### src/rtl/mc_ctrl_fsm_if.sv
// Control bus between the multi-cycle sequencer and the Simple_Single_CPU datapath.
// master: sequencer side (takes instruction fields/flags/ready, drives controls).
// slave : datapath side (the reverse).
interface mc_ctrl_fsm_if #(
  parameter int unsigned CNT_W = 32
);
  logic [5:0]       opcode_i;
  logic [5:0]       funct_i;
  logic             zero_i;
  logic             mem_ready_i;
  logic             pc_write_o;
  logic             pc_write_cond_o;
  logic [1:0]       pc_src_o;
  logic             i_or_d_o;
  logic             mem_read_o;
  logic             mem_write_o;
  logic             ir_write_o;
  logic             mem_to_reg_o;
  logic             reg_dst_o;
  logic             reg_write_o;
  logic             alu_src_a_o;
  logic [1:0]       alu_src_b_o;
  logic [1:0]       alu_op_o;
  logic [3:0]       state_o;
  logic             illegal_o;
  logic [CNT_W-1:0] instr_cnt_o;

  modport master (
    input  opcode_i, funct_i, zero_i, mem_ready_i,
    output pc_write_o, pc_write_cond_o, pc_src_o, i_or_d_o, mem_read_o,
           mem_write_o, ir_write_o, mem_to_reg_o, reg_dst_o, reg_write_o,
           alu_src_a_o, alu_src_b_o, alu_op_o, state_o, illegal_o, instr_cnt_o
  );

  modport slave (
    output opcode_i, funct_i, zero_i, mem_ready_i,
    input  pc_write_o, pc_write_cond_o, pc_src_o, i_or_d_o, mem_read_o,
           mem_write_o, ir_write_o, mem_to_reg_o, reg_dst_o, reg_write_o,
           alu_src_a_o, alu_src_b_o, alu_op_o, state_o, illegal_o, instr_cnt_o
  );
endinterface

### src/rtl/mc_ctrl_fsm.sv
// Multi-cycle control sequencer for the Simple_Single_CPU datapath.
// Ports: clk_i (rising edge), rst_i (synchronous, active-high), bus (master
// modport of mc_ctrl_fsm_if: opcode/funct/zero/mem_ready in; mux selects,
// write enables, state, illegal pulse and retired count out).
// Controls are registered, decoded from the next state so they line up with
// state_o. Only the write enables are further gated: the fetch-time IR/PC loads
// by the live memory ready, and every enable by rst_i so a reset cycle never writes.
module mc_ctrl_fsm #(
  parameter int unsigned USE_READY = 1,
  parameter int unsigned CNT_W     = 32
) (
  input  logic           clk_i,
  input  logic           rst_i,
  mc_ctrl_fsm_if.master  bus
);

  typedef enum logic [3:0] {
    FETCH     = 4'd0,
    DECODE    = 4'd1,
    MEM_ADDR  = 4'd2,
    MEM_RD    = 4'd3,
    MEM_WB    = 4'd4,
    MEM_WR    = 4'd5,
    R_EXEC    = 4'd6,
    R_WB      = 4'd7,
    BEQ       = 4'd8,
    JUMP      = 4'd9,
    ADDI_EXEC = 4'd10,
    ADDI_WB   = 4'd11
  } state_e;

  localparam logic [5:0] OP_RTYPE = 6'b000000;
  localparam logic [5:0] OP_LW    = 6'b100011;
  localparam logic [5:0] OP_SW    = 6'b101011;
  localparam logic [5:0] OP_BEQ   = 6'b000100;
  localparam logic [5:0] OP_J     = 6'b000010;
  localparam logic [5:0] OP_ADDI  = 6'b001000;

  typedef struct packed {
    logic       fetch;          // IR/PC load, qualified by ready
    logic       pc_write;       // unconditional PC load (jump)
    logic       pc_write_cond;
    logic [1:0] pc_src;
    logic       i_or_d;
    logic       mem_read;
    logic       mem_write;
    logic       mem_to_reg;
    logic       reg_dst;
    logic       reg_write;
    logic       alu_src_a;
    logic [1:0] alu_src_b;
    logic [1:0] alu_op;
  } ctrl_t;

  state_e           state_q;
  ctrl_t            ctrl_q;
  logic             illegal_q;
  logic [CNT_W-1:0] cnt_q;
  logic             rdy;
  logic             unused_inputs;

  // Without the handshake, memory is treated as always ready.
  assign rdy = (USE_READY != 0) ? bus.mem_ready_i : 1'b1;

  // funct goes to ALU control outside this block; zero is qualified in the datapath.
  assign unused_inputs = ^{bus.funct_i, bus.zero_i};

  // Next state; ready and opcode only matter in the states that sample them.
  function automatic state_e next_state(state_e s, logic r, logic [5:0] op);
    state_e n;
    n = FETCH;
    case (s)
      FETCH:     n = r ? DECODE : FETCH;
      DECODE: begin
        case (op)
          OP_RTYPE:     n = R_EXEC;
          OP_LW, OP_SW: n = MEM_ADDR;
          OP_BEQ:       n = BEQ;
          OP_J:         n = JUMP;
          OP_ADDI:      n = ADDI_EXEC;
          default:      n = FETCH;
        endcase
      end
      // An opcode that is neither lw nor sw here abandons the access.
      MEM_ADDR:  n = (op == OP_LW) ? MEM_RD : ((op == OP_SW) ? MEM_WR : FETCH);
      MEM_RD:    n = r ? MEM_WB : MEM_RD;
      MEM_WR:    n = r ? FETCH : MEM_WR;
      R_EXEC:    n = R_WB;
      ADDI_EXEC: n = ADDI_WB;
      default:   n = FETCH;
    endcase
    return n;
  endfunction

  // True on the cycle whose closing edge retires an instruction.
  function automatic logic retires(state_e s, logic r);
    logic ret;
    ret = 1'b0;
    case (s)
      MEM_WB, R_WB, ADDI_WB, BEQ, JUMP: ret = 1'b1;
      MEM_WR:                           ret = r;
      default:                          ret = 1'b0;
    endcase
    return ret;
  endfunction

  function automatic logic is_legal(logic [5:0] op);
    return (op == OP_RTYPE) || (op == OP_LW) || (op == OP_SW) ||
           (op == OP_BEQ) || (op == OP_J) || (op == OP_ADDI);
  endfunction

  // Moore control decode.
  function automatic ctrl_t decode(state_e s);
    ctrl_t c;
    c = '0;
    case (s)
      FETCH: begin
        c.fetch     = 1'b1;
        c.mem_read  = 1'b1;
        c.alu_src_b = 2'd1;
      end
      DECODE:    c.alu_src_b = 2'd3;
      MEM_ADDR: begin
        c.alu_src_a = 1'b1;
        c.alu_src_b = 2'd2;
      end
      MEM_RD: begin
        c.mem_read = 1'b1;
        c.i_or_d   = 1'b1;
      end
      MEM_WB: begin
        c.reg_write  = 1'b1;
        c.mem_to_reg = 1'b1;
      end
      MEM_WR: begin
        c.mem_write = 1'b1;
        c.i_or_d    = 1'b1;
      end
      R_EXEC: begin
        c.alu_src_a = 1'b1;
        c.alu_op    = 2'd2;
      end
      R_WB: begin
        c.reg_write = 1'b1;
        c.reg_dst   = 1'b1;
      end
      ADDI_EXEC: begin
        c.alu_src_a = 1'b1;
        c.alu_src_b = 2'd2;
      end
      ADDI_WB:   c.reg_write = 1'b1;
      BEQ: begin
        c.alu_src_a     = 1'b1;
        c.alu_op        = 2'd1;
        c.pc_write_cond = 1'b1;
        c.pc_src        = 2'd1;
      end
      JUMP: begin
        c.pc_write = 1'b1;
        c.pc_src   = 2'd2;
      end
      default:   c = '0;
    endcase
    return c;
  endfunction

  // Sequencer state, registered controls, illegal pulse and retire counter.
  always_ff @(posedge clk_i) begin
    if (rst_i) begin
      state_q   <= FETCH;
      ctrl_q    <= decode(FETCH);
      illegal_q <= 1'b0;
      cnt_q     <= '0;
    end else begin
      state_q   <= next_state(state_q, rdy, bus.opcode_i);
      ctrl_q    <= decode(next_state(state_q, rdy, bus.opcode_i));
      illegal_q <= (state_q == DECODE) && !is_legal(bus.opcode_i);
      if (retires(state_q, rdy)) begin
        cnt_q <= cnt_q + CNT_W'(1);
      end
    end
  end

  assign bus.ir_write_o      = ctrl_q.fetch & rdy & ~rst_i;
  assign bus.pc_write_o      = ((ctrl_q.fetch & rdy) | ctrl_q.pc_write) & ~rst_i;
  assign bus.pc_write_cond_o = ctrl_q.pc_write_cond & ~rst_i;
  assign bus.mem_write_o     = ctrl_q.mem_write & ~rst_i;
  assign bus.reg_write_o     = ctrl_q.reg_write & ~rst_i;
  assign bus.pc_src_o        = ctrl_q.pc_src;
  assign bus.i_or_d_o        = ctrl_q.i_or_d;
  assign bus.mem_read_o      = ctrl_q.mem_read;
  assign bus.mem_to_reg_o    = ctrl_q.mem_to_reg;
  assign bus.reg_dst_o       = ctrl_q.reg_dst;
  assign bus.alu_src_a_o     = ctrl_q.alu_src_a;
  assign bus.alu_src_b_o     = ctrl_q.alu_src_b;
  assign bus.alu_op_o        = ctrl_q.alu_op;
  assign bus.state_o         = state_q;
  assign bus.illegal_o       = illegal_q;
  assign bus.instr_cnt_o     = cnt_q;

endmodule

### src/flat_wrapper.sv
// flat-port wrapper written by rule: the top's interface ports become plain ports
module mc_ctrl_fsm_flat 
#(
  parameter int unsigned USE_READY = 1,
  parameter int unsigned CNT_W     = 32
)
  (clk_i, rst_i, bus_opcode_i, bus_funct_i, bus_zero_i, bus_mem_ready_i, bus_pc_write_o, bus_pc_write_cond_o, bus_pc_src_o, bus_i_or_d_o, bus_mem_read_o, bus_mem_write_o, bus_ir_write_o, bus_mem_to_reg_o, bus_reg_dst_o, bus_reg_write_o, bus_alu_src_a_o, bus_alu_src_b_o, bus_alu_op_o, bus_state_o, bus_illegal_o, bus_instr_cnt_o);
  mc_ctrl_fsm_if #(.CNT_W(CNT_W)) bus_i ();
  input  logic clk_i;
  input  logic rst_i;
  input wire logic [$bits(bus_i.opcode_i)-1:0] bus_opcode_i;
  input wire logic [$bits(bus_i.funct_i)-1:0] bus_funct_i;
  input wire logic [$bits(bus_i.zero_i)-1:0] bus_zero_i;
  input wire logic [$bits(bus_i.mem_ready_i)-1:0] bus_mem_ready_i;
  output wire logic [$bits(bus_i.pc_write_o)-1:0] bus_pc_write_o;
  output wire logic [$bits(bus_i.pc_write_cond_o)-1:0] bus_pc_write_cond_o;
  output wire logic [$bits(bus_i.pc_src_o)-1:0] bus_pc_src_o;
  output wire logic [$bits(bus_i.i_or_d_o)-1:0] bus_i_or_d_o;
  output wire logic [$bits(bus_i.mem_read_o)-1:0] bus_mem_read_o;
  output wire logic [$bits(bus_i.mem_write_o)-1:0] bus_mem_write_o;
  output wire logic [$bits(bus_i.ir_write_o)-1:0] bus_ir_write_o;
  output wire logic [$bits(bus_i.mem_to_reg_o)-1:0] bus_mem_to_reg_o;
  output wire logic [$bits(bus_i.reg_dst_o)-1:0] bus_reg_dst_o;
  output wire logic [$bits(bus_i.reg_write_o)-1:0] bus_reg_write_o;
  output wire logic [$bits(bus_i.alu_src_a_o)-1:0] bus_alu_src_a_o;
  output wire logic [$bits(bus_i.alu_src_b_o)-1:0] bus_alu_src_b_o;
  output wire logic [$bits(bus_i.alu_op_o)-1:0] bus_alu_op_o;
  output wire logic [$bits(bus_i.state_o)-1:0] bus_state_o;
  output wire logic [$bits(bus_i.illegal_o)-1:0] bus_illegal_o;
  output wire logic [$bits(bus_i.instr_cnt_o)-1:0] bus_instr_cnt_o;
  assign bus_i.opcode_i = bus_opcode_i;
  assign bus_i.funct_i = bus_funct_i;
  assign bus_i.zero_i = bus_zero_i;
  assign bus_i.mem_ready_i = bus_mem_ready_i;
  assign bus_pc_write_o = bus_i.pc_write_o;
  assign bus_pc_write_cond_o = bus_i.pc_write_cond_o;
  assign bus_pc_src_o = bus_i.pc_src_o;
  assign bus_i_or_d_o = bus_i.i_or_d_o;
  assign bus_mem_read_o = bus_i.mem_read_o;
  assign bus_mem_write_o = bus_i.mem_write_o;
  assign bus_ir_write_o = bus_i.ir_write_o;
  assign bus_mem_to_reg_o = bus_i.mem_to_reg_o;
  assign bus_reg_dst_o = bus_i.reg_dst_o;
  assign bus_reg_write_o = bus_i.reg_write_o;
  assign bus_alu_src_a_o = bus_i.alu_src_a_o;
  assign bus_alu_src_b_o = bus_i.alu_src_b_o;
  assign bus_alu_op_o = bus_i.alu_op_o;
  assign bus_state_o = bus_i.state_o;
  assign bus_illegal_o = bus_i.illegal_o;
  assign bus_instr_cnt_o = bus_i.instr_cnt_o;
  mc_ctrl_fsm #(.USE_READY(USE_READY), .CNT_W(CNT_W)) u_core (.clk_i(clk_i), .rst_i(rst_i), .bus(bus_i));
endmodule
### config.mk
export PLATFORM = sky130hd
export DESIGN_NAME = mc_ctrl_fsm_flat
export DESIGN_NICKNAME = d
export VERILOG_FILES = /design/src/rtl/mc_ctrl_fsm_if.sv /design/src/rtl/mc_ctrl_fsm.sv /design/src/flat_wrapper.sv
export SDC_FILE = /design/constraint.sdc
export NUM_CORES = 1
export LEC_CHECK = 0
export CELL_PAD_IN_SITES_DETAIL_PLACEMENT = 1
export CELL_PAD_IN_SITES_GLOBAL_PLACEMENT = 1
export CORE_MARGIN = 1.5
export CORE_UTILIZATION = 37
export DETAILED_ROUTE_END_ITERATION = 8
export PLACE_DENSITY_LB_ADDON = 0.1
export SLEW_MARGIN = 10
export SYNTH_ARGS = -nofsm -noshare
export SYNTH_HDL_FRONTEND = slang
export SYNTH_SLANG_ARGS = --single-unit
### constraint.sdc
create_clock -name clk_i -period 5.2 [get_ports clk_i]
set_clock_uncertainty 0.05 [all_clocks]
set_input_delay 0.52 -clock clk_i [delete_from_list [all_inputs] [get_ports clk_i]]
set_output_delay 0.52 -clock clk_i [all_outputs]
set_load 0.02 [all_outputs]
==> metrics.log <==
[metrics] clock tree from TritonCTS: built
[metrics] Hold Startpoint: u_core.bus.instr_cnt_o[31]
[metrics] number of cells on the worst hold path: 2
[metrics] Clock Pin Slew Worst Setup and Hold Paths: 0.09 ns
[metrics] number of enable flip-flop cells after synthesis: 0
[metrics] metal1 wirelength: 2.89 mm
[metrics] diode insertion count for antenna repair: 0
[metrics] count of filler cells inserted in the layout: 764
[metrics] remaining design rule violation count: 0
[metrics] CTS-repair resized insts: 0
[metrics] least setup slack across all paths after layout: 2.17 ns
[metrics] slew at the pin closest to its max-slew limit: 0.831 ns
[metrics] buffer levels on the longest clock path: 2
[metrics] Chip Width: 84.1 um
[metrics] total via count in the routed design: 2268
[metrics] Final period util: 58.2%
[metrics] antenna violations before repair: 0
[metrics] Synth async-reset ratio: 0%
[metrics] Max stage delay on crit path: 0.54 ns
[metrics] worst vdd rail ir drop: 0.126 mV
[metrics] Max Transition Viols Final: 0
[metrics] Pwr Total: 0.000671 W
[metrics] sequential fraction of the synthesis area: 41.2%
[metrics] clock sink count: 50
[metrics] Post-layout nets: 356
[metrics] average wire per standard cell: 14.8 um
[metrics] area of the mapped netlist: 2430 sq um
[metrics] layout cell share with drive strength beyond 1: 5.88%
[metrics] Synth Instances: 291
[metrics] headroom to the max-slew limit: 44.6%
[metrics] initial standard-cell utilization of the core: 38.3%
[metrics] number of global-route vias before repair: 2197
[metrics] unrepaired setup endpoints after global routing: no
[metrics] Tmin final: 3.03 ns
[metrics] most repeated library cell on the critical path: sky130_fd_sc_hd__clkdlybuf4s50_1
[metrics] final worst hold slack: 0.435 ns
[metrics] power density normalized to cell area: 215 nW/um^2
[metrics] core footprint: 6350 sq um
[metrics] top routing layer used: met4
[metrics] cell with the largest stage delay on the worst path: sky130_fd_sc_hd__clkdlybuf4s50_1
[metrics] RR Endpoint: u_core.bus.instr_cnt_o[18]
[metrics] synthesis-to-finish area growth: 28.4%
[metrics] post-synthesis average cell area: 8.36 sq um
[metrics] overall overflow remaining after global route: 0
[metrics] r2r startpoint: u_core.bus.state_o[0]
[metrics] total met2 wirelength after detailed routing: 3.00 mm
[metrics] I/O Buffers: 61
[metrics] Yosys warning total: 0
[metrics] Die Footprint: 7070 sq um
[metrics] signal arrival time at the worst endpoint: 2.46 ns
[metrics] global-route wire length before repair: 10.4 mm
[metrics] Yosys cell types: 50
[metrics] post-route setup TNS: 0 ns
[metrics] peak fanout along the critical path: 45
[metrics] DRC violation total after the first TritonRoute iteration: 56
[metrics] Detail Route Antenna Nets: 0
[metrics] gate family responsible for the most delay along the worst path: buffers and inverters
[metrics] leakage dissipation: 0.984 nW
[metrics] amount of wire on met3 after detailed routing: 204 um
[metrics] io pins: 69
[metrics] worst hold endpoint: u_core.bus.instr_cnt_o[31]
[metrics] die outline height: 84.1 um
[metrics] most used flip-flop cell after synthesis: sky130_fd_sc_hd__dfxtp_1
[metrics] Peak Freq: 331 MHz
[metrics] Setup crit end kind: primary output
[metrics] Routed Wire Length: 6.17 mm
[metrics] max-cap check violation count: 0
[metrics] hpwl dp: 4.43 mm
[metrics] data required time at the worst endpoint: 4.63 ns
[metrics] count of hold buffers inserted by post-cts repair: 0
[metrics] count of buffering cells on the critical path with inverters included: 4
[metrics] Setup crit start kind: input port
[metrics] Cell Rows: 29
[metrics] CTS Buf Count: 5
[metrics] register-to-register path setup slack: 2.58 ns
[metrics] syn_nets: 308
[metrics] pin count of the biggest net entering global routing: 46
[metrics] setup fix buffers added after clock tree synthesis: 0
[metrics] clock latency on the worst-skew pair: 0.30 ns
[metrics] type of the worst min-delay path: reg -> reg
[metrics] last weighted congestion value of the routability-driven placer: 0.787
[metrics] Final Hold Fails: 0
[metrics] number of setup violations in the final report: 0
[metrics] root buffer selected by CTS: sky130_fd_sc_hd__clkbuf_8
[metrics] # H-tree levels: 2
[metrics] outcome: finished, final reports clean
[metrics] number of register bits inferred by synthesis: 50
[metrics] number of cells traversed by the worst register-to-register path: 5
[metrics] via count normalized by instance count: 5.44
[metrics] worst slack at placement: 2.10 ns
[metrics] Global Route Usage Sum: 18.0%
[metrics] crit path kind: in -> out
[metrics] number of optimization iterations in the first detailed-route pass: 4
[metrics] worst path cell trace: clkdlybuf4s50_1, buf_4, inv_1, and3_1, clkdlybuf4s50_1
[cells in the final DEF, fill, tap and decap left out, drive strengths merged, types with 2 or more instances in the layout]
master and n:
nor3b 3, a31oi 2, xor2 2, inv 9, o211ai 3, nand3 11, and3 4, a211oi 2
nor4 8, clkbuf 7, nor2 28, nand4 8, a21oi 23, nand2 14, nor2b 7, clkdlybuf4s50 61
nand2b 4, nor3 12, or2 3, dfxtp 50, xnor2 15, nor4b 2, nand3b 2, o21ai 19
or4 7, and4 3, o31ai 5, or3 12
[per-layer routing]
layer,up-vias,track usage [%]
met3,6,3.76
met1,1093,22.5
met2,40,30.8
li1,1129,-
met5,-,0
met4,0,5.66
[stage by stage]
step	area (sq um)	util [%]	std cells
after floorplan	2430	-	291
after global placement	3030	47.7	409
after detailed placement	3030	47.7	409
after CTS	3120	49.2	417
after global routing	3120	49.2	417
final	3120	49.2	417
[worst max path at each step]
stage,start,end,slack [ns],depth (start not counted)
2_1_floorplan,u_core.bus.instr_cnt_o[3],u_core.bus.instr_cnt_o[31],3.06,6
3_3_place_gp,bus_mem_ready_i,u_core.bus.instr_cnt_o[18],2.14,6
3_5_place_dp,bus_mem_ready_i,u_core.bus.instr_cnt_o[18],2.10,6
4_1_cts,rst_i,bus_ir_write_o,2.17,5
5_1_grt,rst_i,bus_ir_write_o,2.12,5
6_report,rst_i,bus_ir_write_o,2.17,5
[synthesized netlist by cell type (8+ instances only)]
cell type	number	area share [%]
sky130_fd_sc_hd__nor3_1	12	2.5
sky130_fd_sc_hd__nand2_1	14	2.2
sky130_fd_sc_hd__xnor2_1	15	5.4
sky130_fd_sc_hd__nor2_1	28	4.3
sky130_fd_sc_hd__inv_1	9	1.4
sky130_fd_sc_hd__clkbuf_1	10	1.5
sky130_fd_sc_hd__nor4_1	8	2.1
sky130_fd_sc_hd__a21oi_1	22	4.5
sky130_fd_sc_hd__dfxtp_1	50	41
sky130_fd_sc_hd__o21ai_0	19	3.9
sky130_fd_sc_hd__or3_1	11	2.8
sky130_fd_sc_hd__nand3_1	9	1.9
[worst reg2reg max path, stage by stage (launching register included)]
cell and delay [ns]:
sky130_fd_sc_hd__dfxtp_1 0.63, sky130_fd_sc_hd__or3b_1 0.42, sky130_fd_sc_hd__a21oi_2 0.65, sky130_fd_sc_hd__nor4_1 0.28, sky130_fd_sc_hd__nand3_1 0.16, sky130_fd_sc_hd__mux2_2 0.33
[report_power, final]
part           internal, W  switching (W)
Combinational    0.0000190      0.0000259
Sequential        0.000385     0.00000305
Clock             0.000108       0.000130
[flip-flops by register name, summed over array words and instances (netlist names), 2 cells and up]
register and flops:
u_core.bus.alu_src_b_o 2, u_core.bus.instr_cnt_o 32, u_core.ctrl_q 4, u_core.bus.state_o 4
[cell families (layout without fill, tap and decap cells)]
logic type      Yosys count  after routing  share of synthesized area, %
xor+xnor                 17             17                          6.12
fa+ha+maj                 1              1                         0.514
buf+inv                  30             79                          6.12
flops                    50             50                          41.2
simple gates            133            133                          31.6
mux                       1              1                         0.463
compound gates           59             59                          14.0
[layout make-up]
cell class              instances  area (sq um)  share of cell area [%]
multi-input cells             211          1280                    41.1
repair buffers                 62           618                    19.8
well taps                      77          96.3                    3.08
clock buffers                   7          86.3                    2.76
flip-flops and latches         50          1000                    32.1
clock inverters                 1          5.00                   0.160
inverters                       9          33.8                    1.08
Note: power is estimated with default switching activity, not from simulation.
